--- src/rtl/prio_hold_selector_pkg.sv ---
// Shared definitions for the priority hold selector family: FSM state codes
// and default sizing parameters.
package prio_hold_selector_pkg;

  typedef enum logic [1:0] {
    IDLE     = 2'd0,
    TRACK    = 2'd1,
    HOLDING  = 2'd2,
    OVERRIDE = 2'd3
  } state_e;

  localparam int DEF_N    = 16;
  localparam int DEF_W    = 2;
  localparam int DEF_HOLD = 8;

endpackage

--- src/rtl/prio_hold_selector_if.sv ---
// Channel bus between the selector and its environment.
// "int" is a reserved word, so the packed per-channel command bus is named cmd.
interface prio_hold_selector_if
  import prio_hold_selector_pkg::*;
#(
  parameter int N = DEF_N,
  parameter int W = DEF_W
);

  logic                   m;
  logic [N*W-1:0]         cmd;
  logic [N-1:0]           s;
  logic [W-1:0]           y;
  logic [$clog2(N)-1:0]   sel;
  logic [1:0]             state;
  logic                   holding;

  modport master (output m, cmd, s, input y, sel, state, holding);
  modport slave  (input m, cmd, s, output y, sel, state, holding);

endinterface

--- src/rtl/prio_hold_selector_enc.sv ---
// Generic highest-index-wins priority encoder; idx is 0 when no bit is set.
module prio_enc_n #(
  parameter int N = 16
) (
  input  logic [N-1:0]         s,
  output logic [$clog2(N)-1:0] idx,
  output logic                 any
);

  localparam int IW = $clog2(N);

  // Later (higher) set bits overwrite earlier ones, so the top set bit wins.
  always_comb begin
    idx = '0;
    for (int i = 0; i < N; i++) begin
      if (s[i]) begin
        idx = IW'(i);
      end else begin
        idx = idx;
      end
    end
    any = |s;
  end

endmodule

--- src/rtl/prio_hold_selector.sv ---
// Priority channel selector: tracks the highest active sensor, keeps the last
// selection for HOLD cycles after all sensors drop, and honours a master override.
module prio_hold_selector
  import prio_hold_selector_pkg::*;
#(
  parameter int N    = DEF_N,
  parameter int W    = DEF_W,
  parameter int HOLD = DEF_HOLD
) (
  input logic                  clk,
  input logic                  rst,
  prio_hold_selector_if.slave  bus
);

  localparam int IW = $clog2(N);
  // A zero-width counter is illegal, so HOLD=0 still gets one (unused) bit.
  localparam int CW = (HOLD > 0) ? $clog2(HOLD + 1) : 1;
  localparam logic [CW-1:0] HOLD_LOAD = (HOLD > 0) ? CW'(HOLD - 1) : '0;

  state_e          state_r;
  logic [IW-1:0]   sel_r;
  logic [CW-1:0]   cnt_r;
  logic            holding_r;
  logic [IW-1:0]   win_s;
  logic            any_s;
  logic [W-1:0]    y_s;

  prio_enc_n #(.N(N)) u_enc (
    .s   (bus.s),
    .idx (win_s),
    .any (any_s)
  );

  // Selection FSM; override beats every other transition on the same edge.
  always_ff @(posedge clk or posedge rst) begin
    if (rst) begin
      state_r   <= IDLE;
      sel_r     <= '0;
      cnt_r     <= '0;
      holding_r <= 1'b0;
    end else if (bus.m) begin
      state_r   <= OVERRIDE;
      sel_r     <= '0;
      cnt_r     <= '0;
      holding_r <= 1'b0;
    end else begin
      case (state_r)
        IDLE, OVERRIDE: begin
          holding_r <= 1'b0;
          if (any_s) begin
            state_r <= TRACK;
            sel_r   <= win_s;
          end else begin
            state_r <= IDLE;
            sel_r   <= '0;
          end
        end
        TRACK: begin
          if (any_s) begin
            sel_r     <= win_s;
            holding_r <= 1'b0;
          end else if (HOLD == 0) begin
            state_r   <= IDLE;
            sel_r     <= '0;
            holding_r <= 1'b0;
          end else begin
            state_r   <= HOLDING;
            cnt_r     <= HOLD_LOAD;
            holding_r <= 1'b1;
          end
        end
        HOLDING: begin
          // A returning sensor wins even on the cycle the count expires.
          if (any_s) begin
            state_r   <= TRACK;
            sel_r     <= win_s;
            holding_r <= 1'b0;
          end else if (cnt_r == '0) begin
            state_r   <= IDLE;
            sel_r     <= '0;
            holding_r <= 1'b0;
          end else begin
            cnt_r     <= cnt_r - CW'(1);
            holding_r <= 1'b1;
          end
        end
        default: begin
          state_r   <= IDLE;
          sel_r     <= '0;
          cnt_r     <= '0;
          holding_r <= 1'b0;
        end
      endcase
    end
  end

  // Live command mux: follows cmd combinationally, steered by the registered sel.
  always_comb begin
    if (state_r == OVERRIDE) begin
      y_s = bus.cmd[W-1:0];
    end else begin
      y_s = bus.cmd[W*int'(sel_r) +: W];
    end
  end

  assign bus.y       = y_s;
  assign bus.sel     = sel_r;
  assign bus.state   = state_r;
  assign bus.holding = holding_r;

endmodule

--- src/flat_wrapper.sv ---
// flat-port wrapper written by rule: the top's interface ports become plain ports
module prio_hold_selector_flat import prio_hold_selector_pkg::*;
#(
  parameter int N    = DEF_N,
  parameter int W    = DEF_W,
  parameter int HOLD = DEF_HOLD
)
  (clk, rst, bus_m, bus_cmd, bus_s, bus_y, bus_sel, bus_state, bus_holding);
  prio_hold_selector_if #(.N(N), .W(W)) bus_i ();
  input logic clk;
  input logic rst;
  input wire logic [$bits(bus_i.m)-1:0] bus_m;
  input wire logic [$bits(bus_i.cmd)-1:0] bus_cmd;
  input wire logic [$bits(bus_i.s)-1:0] bus_s;
  output wire logic [$bits(bus_i.y)-1:0] bus_y;
  output wire logic [$bits(bus_i.sel)-1:0] bus_sel;
  output wire logic [$bits(bus_i.state)-1:0] bus_state;
  output wire logic [$bits(bus_i.holding)-1:0] bus_holding;
  assign bus_i.m = bus_m;
  assign bus_i.cmd = bus_cmd;
  assign bus_i.s = bus_s;
  assign bus_y = bus_i.y;
  assign bus_sel = bus_i.sel;
  assign bus_state = bus_i.state;
  assign bus_holding = bus_i.holding;
  prio_hold_selector #(.N(N), .W(W), .HOLD(HOLD)) u_core (.clk(clk), .rst(rst), .bus(bus_i));
endmodule
--- config.mk ---
export PLATFORM = sky130hd
export DESIGN_NAME = prio_hold_selector_flat
export DESIGN_NICKNAME = d
export VERILOG_FILES = /design/src/rtl/prio_hold_selector_pkg.sv /design/src/rtl/prio_hold_selector_if.sv /design/src/rtl/prio_hold_selector_enc.sv /design/src/rtl/prio_hold_selector.sv /design/src/flat_wrapper.sv
export SDC_FILE = /design/constraint.sdc
export NUM_CORES = 1
export LEC_CHECK = 0
export ABC_AREA = 1
export CORE_MARGIN = 3
export CORE_UTILIZATION = 35
export CTS_BUF_LIST = sky130_fd_sc_hd__clkbuf_4
export DETAILED_ROUTE_END_ITERATION = 10
export DONT_BUFFER_PORTS = 1
export GPL_TIMING_DRIVEN = 0
export PLACE_DENSITY = 0.47
export SYNTH_ARGS = -nofsm -noshare
export SYNTH_HDL_FRONTEND = slang
export SYNTH_SLANG_ARGS = --single-unit
--- constraint.sdc ---
create_clock -name clk -period 2.2 [get_ports clk]
set_clock_uncertainty 0.05 [all_clocks]
set_input_delay 0.44 -clock clk [delete_from_list [all_inputs] [get_ports clk]]
set_output_delay 0.44 -clock clk [all_outputs]
set_load 0.005 [all_outputs]
# [After elaboration in Yosys (flattened, before gate mapping)]
# Cells that the tools add are included.
[word_totals] romBits=0 out_inout_bits=9 latch_bits=0 memories=0 in_bits=51 ram_bits=0 elab_cells=60 regBits=11
[classes] muxes=38 n_div=0 n_eq_ne=8 multipliers=0 shifts=1 reduce_logical=8 addsub=1 magnitude_cmp=0 n_bitwise=0
[ops] op="4-bit 2-to-1 mux" n=23
[ops] op="32-bit by 6-bit variable part select with 2-bit output" n=1
[ops] op="16-bit OR reduction" n=1
[ops] op="4-bit one-hot mux with 3 select lines" n=1
[ops] op="2-bit 2-to-1 mux" n=5
[ops] op="3-bit != test, second input constant" n=3
[ops] op="4-bit one-hot mux with 2 select lines" n=1
[ops] op="1-bit 2-to-1 mux" n=6
[ops] op="2-bit one-hot mux with 3 select lines" n=1
[ops] op="2-bit equality test, second input constant" n=2
[ops] op="4-bit zero test" n=1
[ops] op="4-bit by 2-bit != test with 1-bit output, second input constant" n=1
[ops] op="2-bit AND reduction" n=2
[ops] op="4-bit AND reduction" n=1
[ops] op="4-bit by 1-bit subtractor with 4-bit output, second input constant" n=1
[ops] op="3-bit by 2-bit != test with 1-bit output, second input constant" n=1
[ops] op="1-bit one-hot mux with 3 select lines" n=1
[ops] op="3-bit nonzero test" n=1
[ops] op="2-bit by 1-bit equality test with 1-bit output, second input constant" n=1
[ops] op="2-bit zero test" n=1
[ops] op="2-bit OR reduction" n=1

# [Logic depth before layout (Yosys ltp)]
[depth] depth_word=18 ltp_mapped=17 mapped_depth_nobuf=17

# [Cells and area by module]
# Synthesis repeated with hierarchy kept, for this count alone.
[unflattened] cells_unflattened=198 area_unflattened_um2=1202.4
[by_module_without_submodules] mod="prio_hold_selector" area_each_um2=1011.0 cells_per_inst=150 n_inst=1 seq_area_each_um2=275.3
[by_module_without_submodules] mod="prio_enc_n" area_each_um2=191.4 cells_per_inst=48 n_inst=1 seq_area_each_um2=0.0

# [Worst setup path after synthesis]
# No wires, ideal clock.
[synth_timing] path_kind="flip-flop to output port" start="register u_core.sel_r[0] (netlist: u_core.bus.sel[0])" end="output bus_y[0]" arrival_time_ns=1.317 stages_incl_launch_ff=8 required_time_ns=1.710 path_slack_ns=0.393 path_cell_list="dfrtp_1 > buf_2 > inv_1 > buf_2 > o21ai_0 > o221ai_1 > nand3_1 > a31oi_1"
[synth_via] elab_chain_cells=2
[synth_lines] element="start, declared" line_no="prio_hold_selector.sv:21" source="logic [IW-1:0] sel_r;"
[synth_lines] element="start signal, assigned" line_no="prio_hold_selector.sv:52" source="sel_r <= win_s;"
[synth_lines] element="start signal, assigned" line_no="prio_hold_selector.sv:60" source="sel_r <= win_s;"
[synth_lines] element="start signal, assigned" line_no="prio_hold_selector.sv:76" source="sel_r <= win_s;"
[synth_lines] element="32-bit by 6-bit variable part select with 2-bit output" line_no="prio_hold_selector.sv:102" source="y_s = bus.cmd[W*int'(sel_r) +: W];"
[synth_lines] element="2-bit 2-to-1 mux" line_no="prio_hold_selector.sv:99" source="if (state_r == OVERRIDE) begin"
[synth_lines] element="end, declared" line_no="flat_wrapper.sv:15" source="output wire logic [$bits(bus_i.y)-1:0] bus_y;"
# No other way between the ends.

# [Worst setup path in the final report]
# Same ends and word-level chain as after synthesis.

==> metrics.md <==
| Metric | Value |
|---|---|
| Top cell type's share of synthesized area | `25.4%` |
| Antenna-violating nets left | `0` |
| Port bufs | `0` |
| Slew margin rel. | `a little over 70%` |
| CTS clk-pin slew, worst paths | `0.08 ns` |
| Final hold vios | `5` |
| Core Box Area | `roughly 2900 sq um` |
| Final min period | `2.11 ns` |
| NumNets Final | `237` |
| DP Cell Count | `203` |
| Area grow syn2layout | `12.6%` |
| Clock sink total | `11` |
| First drt pass iteration count | `4` |
| CP max stage cell | `dfrtp_1` |
| Netlist cell types | `21` |
| Die area | `3800 sq um` |
| Status | `finished with violations` |
| Die X | `just over 60 microns` |
| Post-DR wirelength/cell | `13.6 microns` |
| Num rows | `19` |
| Synth async-reset ratio | `100%` |
| Die Height | `61.7 microns` |
| I/O pin total | `60` |
| Kind of critical path | `reg -> out` |
| Post-synthesis cell count | `172` |
| Violated checks | `negative hold slack` |
| Initial antenna violation count | `0` |
| Startpoint Class | `flip-flop` |
| GRT Util Overall | `14.5%` |
| Crit path arrival time | `between 1.5 and 2 ns` |
| Htree depth | `1` |
| Hold Buf Count CTS | `0` |
| Final WL | `2870 microns` |
| Mapped cell area | `1080 sq um` |
| CTS tree | `built` |
| Largest stage delay, worst path | `about 0.4 ns` |
| Worst-Margin Slew | `0.439 ns` |
| Clock latency on the worst-skew pair | `0.27 ns` |
| Critical Path Most Common Cell | `buf_6` |
| Synth Flop Type | `dfrtp_1` |
| CTS Root Cell | `clkbuf_4` |
| CP Max Fanout | `8` |
| Drt via density | `5.32` |
| Max Freq | `0.475 GHz` |
| R2r startpoint | `u_core.bus.state[0]$_DFFE_PP0P_` |
| Overall Power | `0.000870 W` |
| First-pass GRT wire length | `4160 microns` |
| Largest net degree at the start of global routing | `12` |
| Final TNS setup | `0 ns` |
| DRC violations left | `0` |
| Detail Placement HPWL | `2290 microns` |
| Layout Cells excl Fill | `between 200 and 250` |
| RSZ-0062 raised after global routing | `yes` |
| Hold WS | `-0.00654 ns` |
| Worst EP required | `about 1.7 ns` |
| Worst path cell trace | `buf_6, inv_8, buf_6, o21ai_0, o221ai_1, nand3_1, a31oi_2` |
| Critical path's top delay family | `compound AO/OA/AOI/OAI gates` |
| Area contributors post-synth | `dfrtp_1 (25%), o21ai_0 (12%), nand2_1 (11%)` |
| Seq/Total Area, Yosys | `25.4%` |
| Pleak | `approximately 0.59 nW` |
| Post-synth net total | `228` |
| Average size of a mapped cell | `6.31 sq um` |
| Via count | `between 1000 and 1500` |
| Worst hold path type | `in -> async` |
| Critical Path Source | `u_core.bus.sel[0]$_DFFE_PP0P_` |
| Number of synthesized flops with an enable pin | `0` |
| Post-synth top area cell | `dfrtp_1` |
| CP Buf/Inv Count | `3` |
| Total grt overflow | `0` |
| Initial Utilization | `38.0%` |
| RePlAce Congestion | `0.670` |
| Vias in the first global route | `1014` |
| Max Slew Vio Count | `0` |
| Tcrit/Tclk final | `95.7%` |
| Cts bufs inserted | `3` |
| Post-layout util | `about 43%` |
| VDD IR max | `0.409 mV` |
| Initial DRC count | `32` |
| Endpoints failing setup | `0` |
| Synth warnings | `0` |
| Critical Path Sink Type | `output pin` |
| Pwr per Cell Area | `713 nW/um^2` |
| # diodes | `0` |
| Maximum clock insertion buffer count | `2` |
| Layout cells sized above 1 | `between 10% and 20%` |
| Max Cap Viol | `0` |
| Synth Register Bits | `11` |
-- flip-flops by register name (all words and copies together) (netlist names) --
signal,flops
u_core.bus.state,2
u_core.cnt_r,4
u_core.bus.sel,4
u_core.bus.holding,1
-- layer usage --
| layer | up-vias | track usage [%] | routed length, microns |
|---|---|---|---|
| li1 | 577 | - | - |
| met2 | 42 | 24.5 | 1310 |
| met1 | 502 | 18.4 | 1260 |
| met4 | 0 | 2.73 | 10 |
| met5 | - | 0 | 0 |
| met3 | 2 | 4.40 | 295 |
-- stage by stage --
stage	cell area [sq um]	setup WS, ns	hold WS [ns]
5_1_grt	1220	-0.00283	0.0206
4_1_cts	1180	0.00155	0.0121
2_1_floorplan	1080	0.393	0.242
3_3_place_gp	1120	0.122	0.313
3_5_place_dp	1120	0.118	0.308
6_report	1220	0.0941	-0.00654
-- cell usage in the layout, fill, tap and decap left out --
cell | synthesis | final
a21oi_1 | 4 | 4
a31oi_1 | 3 | 1
a31oi_2 | 0 | 2
buf_2 | 3 | 1
buf_4 | 0 | 3
buf_6 | 0 | 3
clkbuf_4 | 0 | 4
clkinv_2 | 1 | 1
dfrtp_1 | 11 | 10
dfrtp_2 | 0 | 1
ha_1 | 5 | 5
inv_1 | 27 | 25
inv_2 | 3 | 4
inv_8 | 0 | 1
nand2_1 | 31 | 31
nand2_2 | 2 | 2
nand3_1 | 7 | 7
nor2_1 | 29 | 29
nor2_2 | 2 | 2
nor2_4 | 3 | 3
nor3_2 | 1 | 1
o21ai_0 | 25 | 25
o21ai_1 | 2 | 2
o21ai_4 | 1 | 1
o221ai_1 | 7 | 7
o22ai_1 | 4 | 4
xnor2_1 | 1 | 1
-- final cells by class --
type                            instances  area [sq um]
Buffer                                  3          33.8
Clock buffer                            4          30.0
Fill cell                             323          1630
Inverter                               31           125
Multi-Input combinational cell        127           689
Sequential cell                        11           277
Tap cell                               31          38.8
Timing Repair Buffer                    4          27.5
-- kinds of logic (layout without fill, tap and decap cells) --
family,count (synthesis),in the layout,synth area share [%]
and+or+nand+nor,75,75,30.3
xor gates and xnor gates,1,1,0.808
DFF,11,11,25.4
buffers and inverters,34,42,12.2
adders and majority gates,5,5,5.77
AOI/OAI and AO/OA,46,46,25.5
-- cells in the mapped netlist, types with 2 or more instances --
cell type,number
nand2_1,31
nor2_1,29
inv_1,27
o21ai_0,25
dfrtp_1,11
nand3_1,7
o221ai_1,7
ha_1,5
a21oi_1,4
o22ai_1,4
a31oi_1,3
buf_2,3
inv_2,3
nor2_4,3
nand2_2,2
nor2_2,2
o21ai_1,2
-- power breakdown --
group | switching [W] | internal (W) | total, W | leakage (nW)
sequential | 0.0000464 | 0.000252 | 0.000299 | 0.132
combinational | 0.000253 | 0.000161 | 0.000413 | 0.435
clock | 0.0000756 | 0.0000826 | 0.000158 | 0.0184
total | 0.000375 | 0.000495 | 0.000870 | 0.585
-- path summary, 6_finish.rpt --
| check | to | slack (ns) | cells after the start |
|---|---|---|---|
| setup / recovery | bus_y[0] | 0.09 | 7 |
| hold / removal | u_core.cnt_r[2]$_DFFE_PP0P_ | -0.007 | 1 |
| setup reg to reg | u_core.cnt_r[3]$_DFFE_PP0P_ | 0.59 | 8 |
| hold reg to reg | u_core.cnt_r[0]$_DFFE_PP0P_ | 0.44 | 2 |
| max in group asynchronous | u_core.bus.sel[1]$_DFFE_PP0P_ | 1.77 | 1 |
| min in group clk | u_core.bus.sel[3]$_DFFE_PP0P_ | 0.22 | 1 |
-- what timing repair did --
item | CTS | global route
cloned | 0 | 1
pin swaps | 2 | 5
gates resized for setup | 9 | 5
setup buffers | 0 | 3
endpoints found under the setup margin | 2 | 2
No activity file was read; power rests on OpenSTA's default activity.
